File: config.mk
export PLATFORM = sky130hd
export DESIGN_NAME = i2s_rx
export DESIGN_NICKNAME = d
export VERILOG_FILES = /design/src/rtl/audio_pkg.sv /design/src/rtl/sync_2ff.sv /design/src/rtl/i2s_rx.sv
export SDC_FILE = /design/constraint.sdc
export NUM_CORES = 1
export LEC_CHECK = 0
export BUFFER_PORTS_ARGS = -buffer_cell sky130_fd_sc_hd__buf_2
export CORE_MARGIN = 2
export CORE_UTILIZATION = 60
export DETAILED_ROUTE_END_ITERATION = 12
export PLACE_DENSITY_LB_ADDON = 0.2
export SLEW_MARGIN = 20
export SYNTH_ARGS = -nofsm -noshare
export SYNTH_HDL_FRONTEND = slang
export SYNTH_SLANG_ARGS = --single-unit
File: constraint.sdc
create_clock -name clk -period 4.65 [get_ports clk]
set_clock_uncertainty 0.15 [all_clocks]
set_input_delay 0.6975 -clock clk [delete_from_list [all_inputs] [get_ports clk]]
set_output_delay 0.6975 -clock clk [all_outputs]
set_load 0.1 [all_outputs]
File: src/rtl/audio_pkg.sv
// Shared constants and channel encoding for the audio capture blocks.
package audio_pkg;

    localparam int SAMPLE_W_DEF = 24;
    localparam int SLOT_W_DEF   = 32;

    typedef enum logic {
        LEFT  = 1'b0,
        RIGHT = 1'b1
    } chan_e;

endpackage

File: src/rtl/sync_2ff.sv
// Two-flop synchronizer for a single asynchronous input bit.
module sync_2ff (
    input  logic clk,
    input  logic rst_n,
    input  logic d,
    output logic q
);

    logic meta_q, meta_d;
    logic sync_q, sync_d;

    always_comb begin
        meta_d = d;
        sync_d = meta_q;
    end

    always_ff @(posedge clk) begin
        if (!rst_n) begin
            meta_q <= 1'b0;
            sync_q <= 1'b0;
        end else begin
            meta_q <= meta_d;
            sync_q <= sync_d;
        end
    end

    assign q = sync_q;

endmodule

File: src/rtl/i2s_rx.sv
// I2S receiver: oversamples bclk/lrclk/sdata in the clk domain and emits L/R frames with valid/ready.
// Optional peak-magnitude tracking is built when I2S_RX_PEAK_EN is defined.
module i2s_rx
    import audio_pkg::*;
#(
    parameter int SAMPLE_W = SAMPLE_W_DEF,
    parameter int SLOT_W   = SLOT_W_DEF
) (
    input  logic                clk,
    input  logic                cpu_resetn,
    input  logic                bclk,
    input  logic                lrclk,
    input  logic                sdata,
    output logic [SAMPLE_W-1:0] sample_l,
    output logic [SAMPLE_W-1:0] sample_r,
    output logic                valid,
    input  logic                ready,
    input  logic                stat_clr,
    output logic                overrun,
    output logic                frame_err,
    output logic [SAMPLE_W-2:0] peak_l,
    output logic [SAMPLE_W-2:0] peak_r
);

    localparam int CNT_W = $clog2(SLOT_W);
    localparam logic [CNT_W-1:0] CNT_MAX  = CNT_W'(SLOT_W - 1);
    localparam logic [CNT_W-1:0] CNT_DONE = CNT_W'(SAMPLE_W);

    logic bclk_s, lrclk_s, sdata_s;

    sync_2ff u_sync_bclk  (.clk(clk), .rst_n(cpu_resetn), .d(bclk),  .q(bclk_s));
    sync_2ff u_sync_lrclk (.clk(clk), .rst_n(cpu_resetn), .d(lrclk), .q(lrclk_s));
    sync_2ff u_sync_sdata (.clk(clk), .rst_n(cpu_resetn), .d(sdata), .q(sdata_s));

    logic                bclk_prev_q, bclk_prev_d;
    logic                seen_q, seen_d;
    logic                locked_q, locked_d;
    logic                lr_prev_q, lr_prev_d;
    chan_e               chan_q, chan_d;
    logic [CNT_W-1:0]    cnt_q, cnt_d;
    logic [SAMPLE_W-1:0] shreg_q, shreg_d;
    logic                done_q, done_d;
    logic [SAMPLE_W-1:0] left_hold_q, left_hold_d;
    logic                left_ok_q, left_ok_d;
    logic [SAMPLE_W-1:0] sample_l_q, sample_l_d;
    logic [SAMPLE_W-1:0] sample_r_q, sample_r_d;
    logic                valid_q, valid_d;
    logic                overrun_q, overrun_d;
    logic                frame_err_q, frame_err_d;
    logic                rise, frame_form, err_set, ovr_set;

    always_comb begin
        bclk_prev_d = bclk_s;
        seen_d      = seen_q;
        locked_d    = locked_q;
        lr_prev_d   = lr_prev_q;
        chan_d      = chan_q;
        cnt_d       = cnt_q;
        shreg_d     = shreg_q;
        done_d      = done_q;
        left_hold_d = left_hold_q;
        left_ok_d   = left_ok_q;
        sample_l_d  = sample_l_q;
        sample_r_d  = sample_r_q;
        valid_d     = valid_q;
        frame_form  = 1'b0;
        err_set     = 1'b0;
        ovr_set     = 1'b0;
        rise        = bclk_s & ~bclk_prev_q;

        if (rise) begin
            lr_prev_d = lrclk_s;
            seen_d    = 1'b1;
            // An lrclk change marks a slot start; this rise carries the previous slot's last bit.
            if (seen_q && (lrclk_s != lr_prev_q)) begin
                if (locked_q && !done_q) begin
                    err_set = 1'b1;
                end
                locked_d = 1'b1;
                cnt_d    = '0;
                chan_d   = chan_e'(lrclk_s);
                done_d   = 1'b0;
            end else if (locked_q) begin
                if (cnt_q == CNT_MAX) begin
                    err_set = 1'b1;
                end else begin
                    cnt_d = cnt_q + CNT_W'(1);
                    if (cnt_d <= CNT_DONE) begin
                        shreg_d = {shreg_q[SAMPLE_W-2:0], sdata_s};
                    end
                    if (cnt_d == CNT_DONE) begin
                        done_d = 1'b1;
                        if (chan_q == LEFT) begin
                            left_hold_d = shreg_d;
                            left_ok_d   = 1'b1;
                        end else if (left_ok_q) begin
                            frame_form = 1'b1;
                            left_ok_d  = 1'b0;
                        end
                    end
                end
            end
        end

        if (frame_form) begin
            sample_l_d = left_hold_q;
            sample_r_d = shreg_d;
            valid_d    = 1'b1;
            ovr_set    = valid_q & ~ready;
        end else if (valid_q && ready) begin
            valid_d = 1'b0;
        end

        overrun_d   = (overrun_q & ~stat_clr) | ovr_set;
        frame_err_d = (frame_err_q & ~stat_clr) | err_set;
    end

    always_ff @(posedge clk) begin
        if (!cpu_resetn) begin
            bclk_prev_q <= 1'b0;
            seen_q      <= 1'b0;
            locked_q    <= 1'b0;
            lr_prev_q   <= 1'b0;
            chan_q      <= LEFT;
            cnt_q       <= '0;
            shreg_q     <= '0;
            done_q      <= 1'b0;
            left_hold_q <= '0;
            left_ok_q   <= 1'b0;
            sample_l_q  <= '0;
            sample_r_q  <= '0;
            valid_q     <= 1'b0;
            overrun_q   <= 1'b0;
            frame_err_q <= 1'b0;
        end else begin
            bclk_prev_q <= bclk_prev_d;
            seen_q      <= seen_d;
            locked_q    <= locked_d;
            lr_prev_q   <= lr_prev_d;
            chan_q      <= chan_d;
            cnt_q       <= cnt_d;
            shreg_q     <= shreg_d;
            done_q      <= done_d;
            left_hold_q <= left_hold_d;
            left_ok_q   <= left_ok_d;
            sample_l_q  <= sample_l_d;
            sample_r_q  <= sample_r_d;
            valid_q     <= valid_d;
            overrun_q   <= overrun_d;
            frame_err_q <= frame_err_d;
        end
    end

    assign sample_l  = sample_l_q;
    assign sample_r  = sample_r_q;
    assign valid     = valid_q;
    assign overrun   = overrun_q;
    assign frame_err = frame_err_q;

`ifdef I2S_RX_PEAK_EN
    // Magnitude saturated to SAMPLE_W-1 bits; the most-negative code maps to all ones.
    function automatic logic [SAMPLE_W-2:0] mag(input logic [SAMPLE_W-1:0] s);
        logic [SAMPLE_W-1:0] neg;
        neg = -s;
        if (!s[SAMPLE_W-1])
            mag = s[SAMPLE_W-2:0];
        else if (neg[SAMPLE_W-1])
            mag = '1;
        else
            mag = neg[SAMPLE_W-2:0];
    endfunction

    logic [SAMPLE_W-2:0] peak_l_q, peak_l_d;
    logic [SAMPLE_W-2:0] peak_r_q, peak_r_d;
    logic [SAMPLE_W-2:0] mag_l, mag_r;

    always_comb begin
        peak_l_d = stat_clr ? '0 : peak_l_q;
        peak_r_d = stat_clr ? '0 : peak_r_q;
        mag_l    = mag(sample_l_d);
        mag_r    = mag(sample_r_d);
        if (frame_form) begin
            if (mag_l > peak_l_d) peak_l_d = mag_l;
            if (mag_r > peak_r_d) peak_r_d = mag_r;
        end
    end

    always_ff @(posedge clk) begin
        if (!cpu_resetn) begin
            peak_l_q <= '0;
            peak_r_q <= '0;
        end else begin
            peak_l_q <= peak_l_d;
            peak_r_q <= peak_r_d;
        end
    end

    assign peak_l = peak_l_q;
    assign peak_r = peak_r_q;
`else
    assign peak_l = '0;
    assign peak_r = '0;
`endif

endmodule
==> results by group, run 1 <==
Status
  – Outcome: complete, no violations

STA
  – Final WS setup: 1600 ps
  – Worst-Margin Slew: 1030 ps
  – Final setup vio count: 0
  – TNS Setup: 0 ps
  – Worst slew margin: 31.1%
  – Hold Fails Final Rpt: 0
  – Post-layout min period: 3050 ps
  – FMAX: 328 MHz
  – Slew Viols, Final: 0
  – Crit share post-route: 65.6%
  – RSZ-0062 raised after global routing: false

Pwr
  – Power Density: 404 nW/um2
  – Total internal power: 0.00180 W
  – Maximum vdd drop: 0.000230 V
  – Leakage power: 2.67 nW
  – Logic pwr share: 7.7%
  – Sw Ratio: 26.2%
  – Sw power: 0.000640 W
  – Sequential power share: 41.3%
  – Clock power share: 50.9%

Placed design
  – DP Worst Slack: 1600 ps
  – GP Congestion: 0.787
  – Dpl cells: 705
  – Cell Area, Placed: 5460 um2
  – Post-DP HPWL: 6.73 mm
  – Port Buf Inserts: 57

CTS
  – Clock Sink Count: 117
  – Root Driver: clkbuf_8
  – Max Root-Sink Buffers: 2
  – Clk_lat worst skew: 510 ps
  – Cts bufs inserted: 17
  – CTS hold repair buffers: 0
  – Reg clk slew, reported paths: 60 ps
  – CTS tree: done
  – Post-CTS Resized: 0
  – Post-CTS setup buffers: 0
  – H-tree depth: 4

Synthesis
  – Post-Syn Area: 5390 um2
  – Synth Area in Simple Gates: 15.8%
  – Ys async rst share: 0%
  – Multiplexer share of the synthesized area: 12.5%
  – Most used DFF post-synth: dfxtp_1
  – Seq cells post-synth: 117
  – Post-synthesis adder-cell area fraction: 0.697%
  – Ys Warns: 0
  – Largest family of logic cells by synthesized area: compound AO/OA/AOI/OAI gates
  – Fraction of synthesized cell area in xor and xnor cells: 0.488%
  – Synth cell types: 43
  – Register area share after synthesis: 43.5%
  – Post-synthesis cell count: 585
  – Syn Area/Cell: 9.21 um2
  – Post-synth EDFFs: 0
  – Area fraction in compound gates after synthesis: 16.0%

Hold path
  – Hold Crit Class: input pin to flip-flop
  – Hold Path Origin: bclk
  – Hold Crit Depth: 2
  – Hold endpoint: u_sync_bclk.meta_q

Die
  – Top-level port count: 104
  – Initial Utilization: 61.8%
  – Core Footprint: 8720 um2
  – Rows: 34
  – Die Y: 98.8 um
  – Total die area: 9750 um2
  – Die outline width: 98.8 um

Global routing
  – Vias in the first global route: 3,738
  – Initial antenna violation count: 0
  – Gr ovfl total: 0
  – Largest net degree at the start of global routing: 118
  – First-pass GRT wire length: 18.2 mm
  – Total track usage: 22.8%

Routing
  – 1st-iter DRT viols: 311
  – Via density: 5.56
  – # DRC: 0
  – WL per Instance: 14.8 um
  – TritonRoute pass-1 iters: 5
  – WL final: 10.9 mm
  – DR vias: 4,095
  – Remaining antenna violation count after routing: 0

Finish
  – Final net count: 626
  – Layout cells sized above 1: 19.1%
  – Final instance count without filler cells: 736
  – # diodes: 0
  – Final instance area: 6030 um2
  – Synthesis-to-layout area growth: 12.0%

Critical path
  – CP Buf/Inv Count: 1
  – WP data required: 4940 ps
  – Slowest cell on the critical path: a21boi_2
  – WS Path Type: flip-flop to flip-flop
  – Worst Path Arrival: 3340 ps
  – Worst reg2reg path depth: 8
  – CP peak stage delay: 490 ps
  – Crit start category: flip-flop
  – Crit path top cell by count: ha_1
  – Worst Setup End Kind: flip-flop
  – Reg2reg start: cnt_q[0]
  – R2R Setup Slk: 1600 ps
  – Cell family with most CP delay: multiplexers
  – Crit-path cells: ha_1 > and3_1 > ha_1 > and2_1 > mux2_2 > a21boi_2 > buf_4 > mux2i_1
  – CP max FO: 26
  – RR Endpoint: shreg_q[13]

Job
  – Max cap viols: 0
cells in the mapped netlist, drive strengths merged, types with 7 or more instances:
cell type / count / share of area, %
a21oi: 33 / 3.1
and2: 33 / 3.8
buf: 59 / 8.2
clkbuf: 38 / 2.6
dfxtp: 117 / 43
mux2i: 66 / 12
nand2: 99 / 6.9
nor2: 7 / 0.49
nor3: 25 / 2.3
o2111ai: 10 / 1.6
o21ai: 11 / 1.0
o31ai: 49 / 8.7
through the flow:
stage                     hold slack [ps]  total power [W]  util (%)
after floorplan                       262          0.00124         -
after global placement                267          0.00122      62.6
after detailed placement              278          0.00122      62.6
after CTS                             230          0.00246      69.2
after global routing                  241          0.00252      69.2
final                                 247          0.00244      69.2
logic make-up (layout without fill, tap and decap cells):
family / after synthesis / count (layout)
AO/OA/AOI/OAI: 113 / 113
XOR/XNOR: 3 / 3
adder cells (fa/ha/maj): 3 / 3
buffers and inverters: 100 / 98
flip-flops: 117 / 117
multiplexers: 67 / 67
other: 1 / 46
AND/OR/NAND/NOR: 181 / 181
power groups by stage:
| stage | logic (W) | registers (W) | clock network (W) |
|---|---|---|---|
| global route | 0.000193 | 0.00101 | 0.00132 |
| detailed placement | 0.000187 | 0.00103 | 0 |
| finish | 0.000188 | 0.00101 | 0.00124 |
| CTS | 0.000188 | 0.00101 | 0.00126 |
| floorplan | 0.000213 | 0.00103 | 0 |
| global placement | 0.000187 | 0.00103 | 0 |
sequential cells by signal (all words and copies together) (netlist names), 5 cells and up:
name / count
shreg_q: 24
sample_l: 24
cnt_q: 5
left_hold_q: 24
sample_r: 24
placed cells by master, fill, tap and decap left out, types with 3 or more instances in the layout:
master / count
a21oi_1: 33
and2_1: 33
and3_1: 3
buf_2: 56
buf_4: 8
clkbuf_16: 16
clkbuf_8: 3
clkinv_4: 3
clkinvlp_4: 3
conb_1: 46
dfxtp_1: 117
ha_1: 3
mux2i_1: 65
nand2_1: 99
nor2_1: 7
nor2b_1: 3
nor3_1: 25
o2111ai_1: 10
o21ai_0: 11
o31ai_1: 29
o31ai_2: 20
layer usage:
metal	track usage, %	wire [um]	vias to the layer above
met3	5.53	754	11
met5	0	0	-
li1	-	-	2005
met4	7.27	101	0
met2	34.2	4880	176
met1	32.7	5150	1903
cell type report:
class | count | area, um2
clock buffers | 20 | 445
clock inverters | 11 | 128
fillers | 689 | 2690
inverters | 3 | 11.3
multi-input cells | 413 | 2630
flip-flops and latches | 117 | 2340
well taps | 108 | 135
repair buffers | 64 | 340
worst max path at each step:
stage,start,to,slack (ps),cells after the start
floorplan,cnt_q[0],left_hold_q[10],2060,9
global placement,cnt_q[0],shreg_q[17],1660,8
detailed placement,cnt_q[0],shreg_q[17],1600,8
CTS,cnt_q[0],shreg_q[13],1570,8
global route,cnt_q[0],shreg_q[21],1400,8
finish,cnt_q[0],shreg_q[13],1600,8
Note: power is estimated with default switching activity, not from simulation.
==> run 2: changes to the inputs <==
--- a/config.mk
+++ b/config.mk
@@ -7,7 +7,7 @@
 export LEC_CHECK = 0
 export BUFFER_PORTS_ARGS = -buffer_cell sky130_fd_sc_hd__buf_2
 export CORE_MARGIN = 2
-export CORE_UTILIZATION = 60
+export CORE_UTILIZATION = 50
 export DETAILED_ROUTE_END_ITERATION = 12
 export PLACE_DENSITY_LB_ADDON = 0.2
 export SLEW_MARGIN = 20
==> constraint.sdc (replaced) <==
create_clock -name clk -period 2.71 [get_ports clk]
set_clock_uncertainty 0.15 [all_clocks]
set_input_delay 0.4065 -clock clk [delete_from_list [all_inputs] [get_ports clk]]
set_output_delay 0.4065 -clock clk [all_outputs]
set_load 0.1 [all_outputs]
==> run 2 against run 1 <==
  * Combinational power grew 74%
  * Highest routed layer unchanged
  * Sequential share of layout area shrank 0.85 points
  * Final cell count up 5.0%
  * Clock-buffer cell count grew 4
  * Utilization is 10 points lower
==> results by group, run 2 (synthesis results as in run 1) <==
Status
  – Outcome: complete, no violations (unchanged)

Critical path
  – WP data required: 2990 ps (was 4940 ps)
  – CP peak stage delay: 340 ps (was 490 ps)
  – CP max FO: 24 (was 26)
  – Cell family with most CP delay: multiplexers (unchanged)
  – Worst Path Arrival: 2840 ps (was 3340 ps)
  – Crit start category: flip-flop (unchanged)
  – WS Path Type: flip-flop to flip-flop (unchanged)
  – Crit path top cell by count: ha_1 (unchanged)
  – Crit-path cells: ha_1 > and3_1 > ha_1 > and2_1 > mux2_2 > buf_4 > a21boi_2 > buf_12 > mux2i_1 (was ha_1 > and3_1 > ha_1 > and2_1 > mux2_2 > a21boi_2 > buf_4 > mux2i_1)
  – Slowest cell on the critical path: dfxtp_1 (was a21boi_2)
  – CP Buf/Inv Count: 2 (was 1)
  – Worst Setup End Kind: flip-flop (unchanged)

STA
  – RSZ-0062 raised after global routing: false (unchanged)
  – Worst-Margin Slew: 545 ps (was 1030 ps)
  – TNS Setup: 0 ps (unchanged)
  – Final setup vio count: 0 (unchanged)
  – Worst slew margin: 63.5% (was 31.1%)
  – Worst hold slack: 47.0 ps (was 247 ps)
  – Hold Fails Final Rpt: 0 (unchanged)
  – Post-layout min period: 2560 ps (was 3050 ps)
  – Crit share post-route: 94.4% (was 65.6%)
  – FMAX: 391 MHz (was 328 MHz)
  – Slew Viols, Final: 0 (unchanged)
  – Final WS setup: 151 ps (was 1600 ps)

Routing
  – # DRC: 0 (unchanged)
  – WL final: 10.8 mm (was 10.9 mm)
  – Via density: 5.24 (was 5.56)
  – 1st-iter DRT viols: 279 (was 311)
  – DR vias: 4,052 (was 4,095)
  – WL per Instance: 14.0 um (was 14.8 um)
  – TritonRoute pass-1 iters: 4 (was 5)
  – Remaining antenna violation count after routing: 0 (unchanged)

CTS
  – Root Driver: clkbuf_8 (unchanged)
  – H-tree depth: 4 (unchanged)
  – Clock Sink Count: 117 (unchanged)
  – CTS tree: done (unchanged)
  – Clk_lat worst skew: 500 ps (was 510 ps)
  – Cts bufs inserted: 17 (unchanged)
  – Reg clk slew, reported paths: 50 ps (was 60 ps)
  – Max Root-Sink Buffers: 2 (unchanged)

Pwr
  – Maximum vdd drop: 0.000352 V (was 0.000230 V)
  – Leakage power: 2.74 nW (was 2.67 nW)
  – Power Density: 658 nW/um2 (was 404 nW/um2)

Die
  – Initial Utilization: 51.7% (was 61.8%)
  – Die outline width: 108 um (was 98.8 um)
  – Die Y: 108 um (was 98.8 um)
  – Rows: 37 (was 34)
  – Total die area: 11,600 um2 (was 9750 um2)
  – Core Footprint: 10,400 um2 (was 8720 um2)
  – Top-level port count: 104 (unchanged)

Job
  – Max cap viols: 0 (unchanged)

Placed design
  – GP Congestion: 0.795 (was 0.787)
  – Port Buf Inserts: 57 (unchanged)
  – Post-DP HPWL: 6.81 mm (was 6.73 mm)
  – DP Worst Slack: 43.7 ps (was 1600 ps)

Finish
  – Commonest cells after routing, fill and taps aside: dfxtp_1, nand2_1, mux2i_1 (unchanged)
  – Layout Utilization: 59.2% (was 69.2%)
  – Layout cells sized above 1: 19.6% (was 19.1%)
  – Most common cell after layout, fill and taps aside: dfxtp_1 (unchanged)
  – # diodes: 0 (unchanged)
  – Final net count: 637 (was 626)
  – Synthesis-to-layout area growth: 14.5% (was 12.0%)

Global routing
  – Vias in the first global route: 3,707 (was 3,738)
  – Total track usage: 19.5% (was 22.8%)
  – Largest net degree at the start of global routing: 141 (was 118)
  – Initial antenna violation count: 0 (unchanged)
  – First-pass GRT wire length: 18.2 mm (about the same)
  – Gr ovfl total: 0 (unchanged)

Hold path
  – Hold Crit Class: input pin to flip-flop (unchanged)
## run 2: path summary, 6_finish.rpt
| check | from | endpoint | slack [ps] | cells after the start |
|---|---|---|---|---|
| min | ready | valid | 50 | 3 |
| max | cnt_q[1] | shreg_q[14] | 150 | 9 |
| min reg2reg | u_sync_lrclk.meta_q | u_sync_lrclk.q | 280 | 1 |
| max reg2reg | cnt_q[1] | shreg_q[14] | 150 | 9 |
## run 2: report_power, final
group	switching, W	internal [W]	leakage [nW]
combinational	0.000313	0.0000145	1.53
clock	0.000709	0.00129	0.266
sequential	0.00000445	0.00173	0.943
total	0.00103	0.00303	2.74
## run 2: per-layer routing
layer  routed length, um  global-route usage (%)  vias up
li1                    -                       -     2027
met5                   0                       0        -
met3                 711                    5.15       11
met2                4760                    29.2      150
met1                5210                    27.4     1864
met4                 103                    5.77        0
## run 2: what timing repair did
item | 4_1_cts | 5_1_grt
setup buffers | 0 | 0
hold endpoints to repair | 3 | 0
endpoints found under the setup margin | 0 | 23
hold buffers | 3 | 0
resized for setup | 0 | 1
## run 2: area by class of cell
cell class | count | area, um2
multi-input cells | 413 | 2640
repair buffers | 75 | 480
clock buffers | 24 | 480
inverters | 3 | 11.3
fillers | 937 | 4250
clock inverters | 5 | 50.0
well taps | 136 | 170
flip-flops and latches | 117 | 2340
## run 2: worst register-to-register path: cells and delay by family (launching register included)
family	cells	cell delay (ps)
muxes	2	520
adders and majority gates	2	500
buffers and inverters	2	400
and+or+nand+nor	2	390
DFF	1	340
AOI/OAI and AO/OA	1	180
## run 2: through the flow
step	cell area, um2	std cells	total power, W
2_1_floorplan	5560	630	0.00213
3_3_place_gp	5610	741	0.00209
3_5_place_dp	5610	741	0.00209
4_1_cts	6170	773	0.00409
5_1_grt	6170	773	0.00419
6_report	6170	773	0.00406
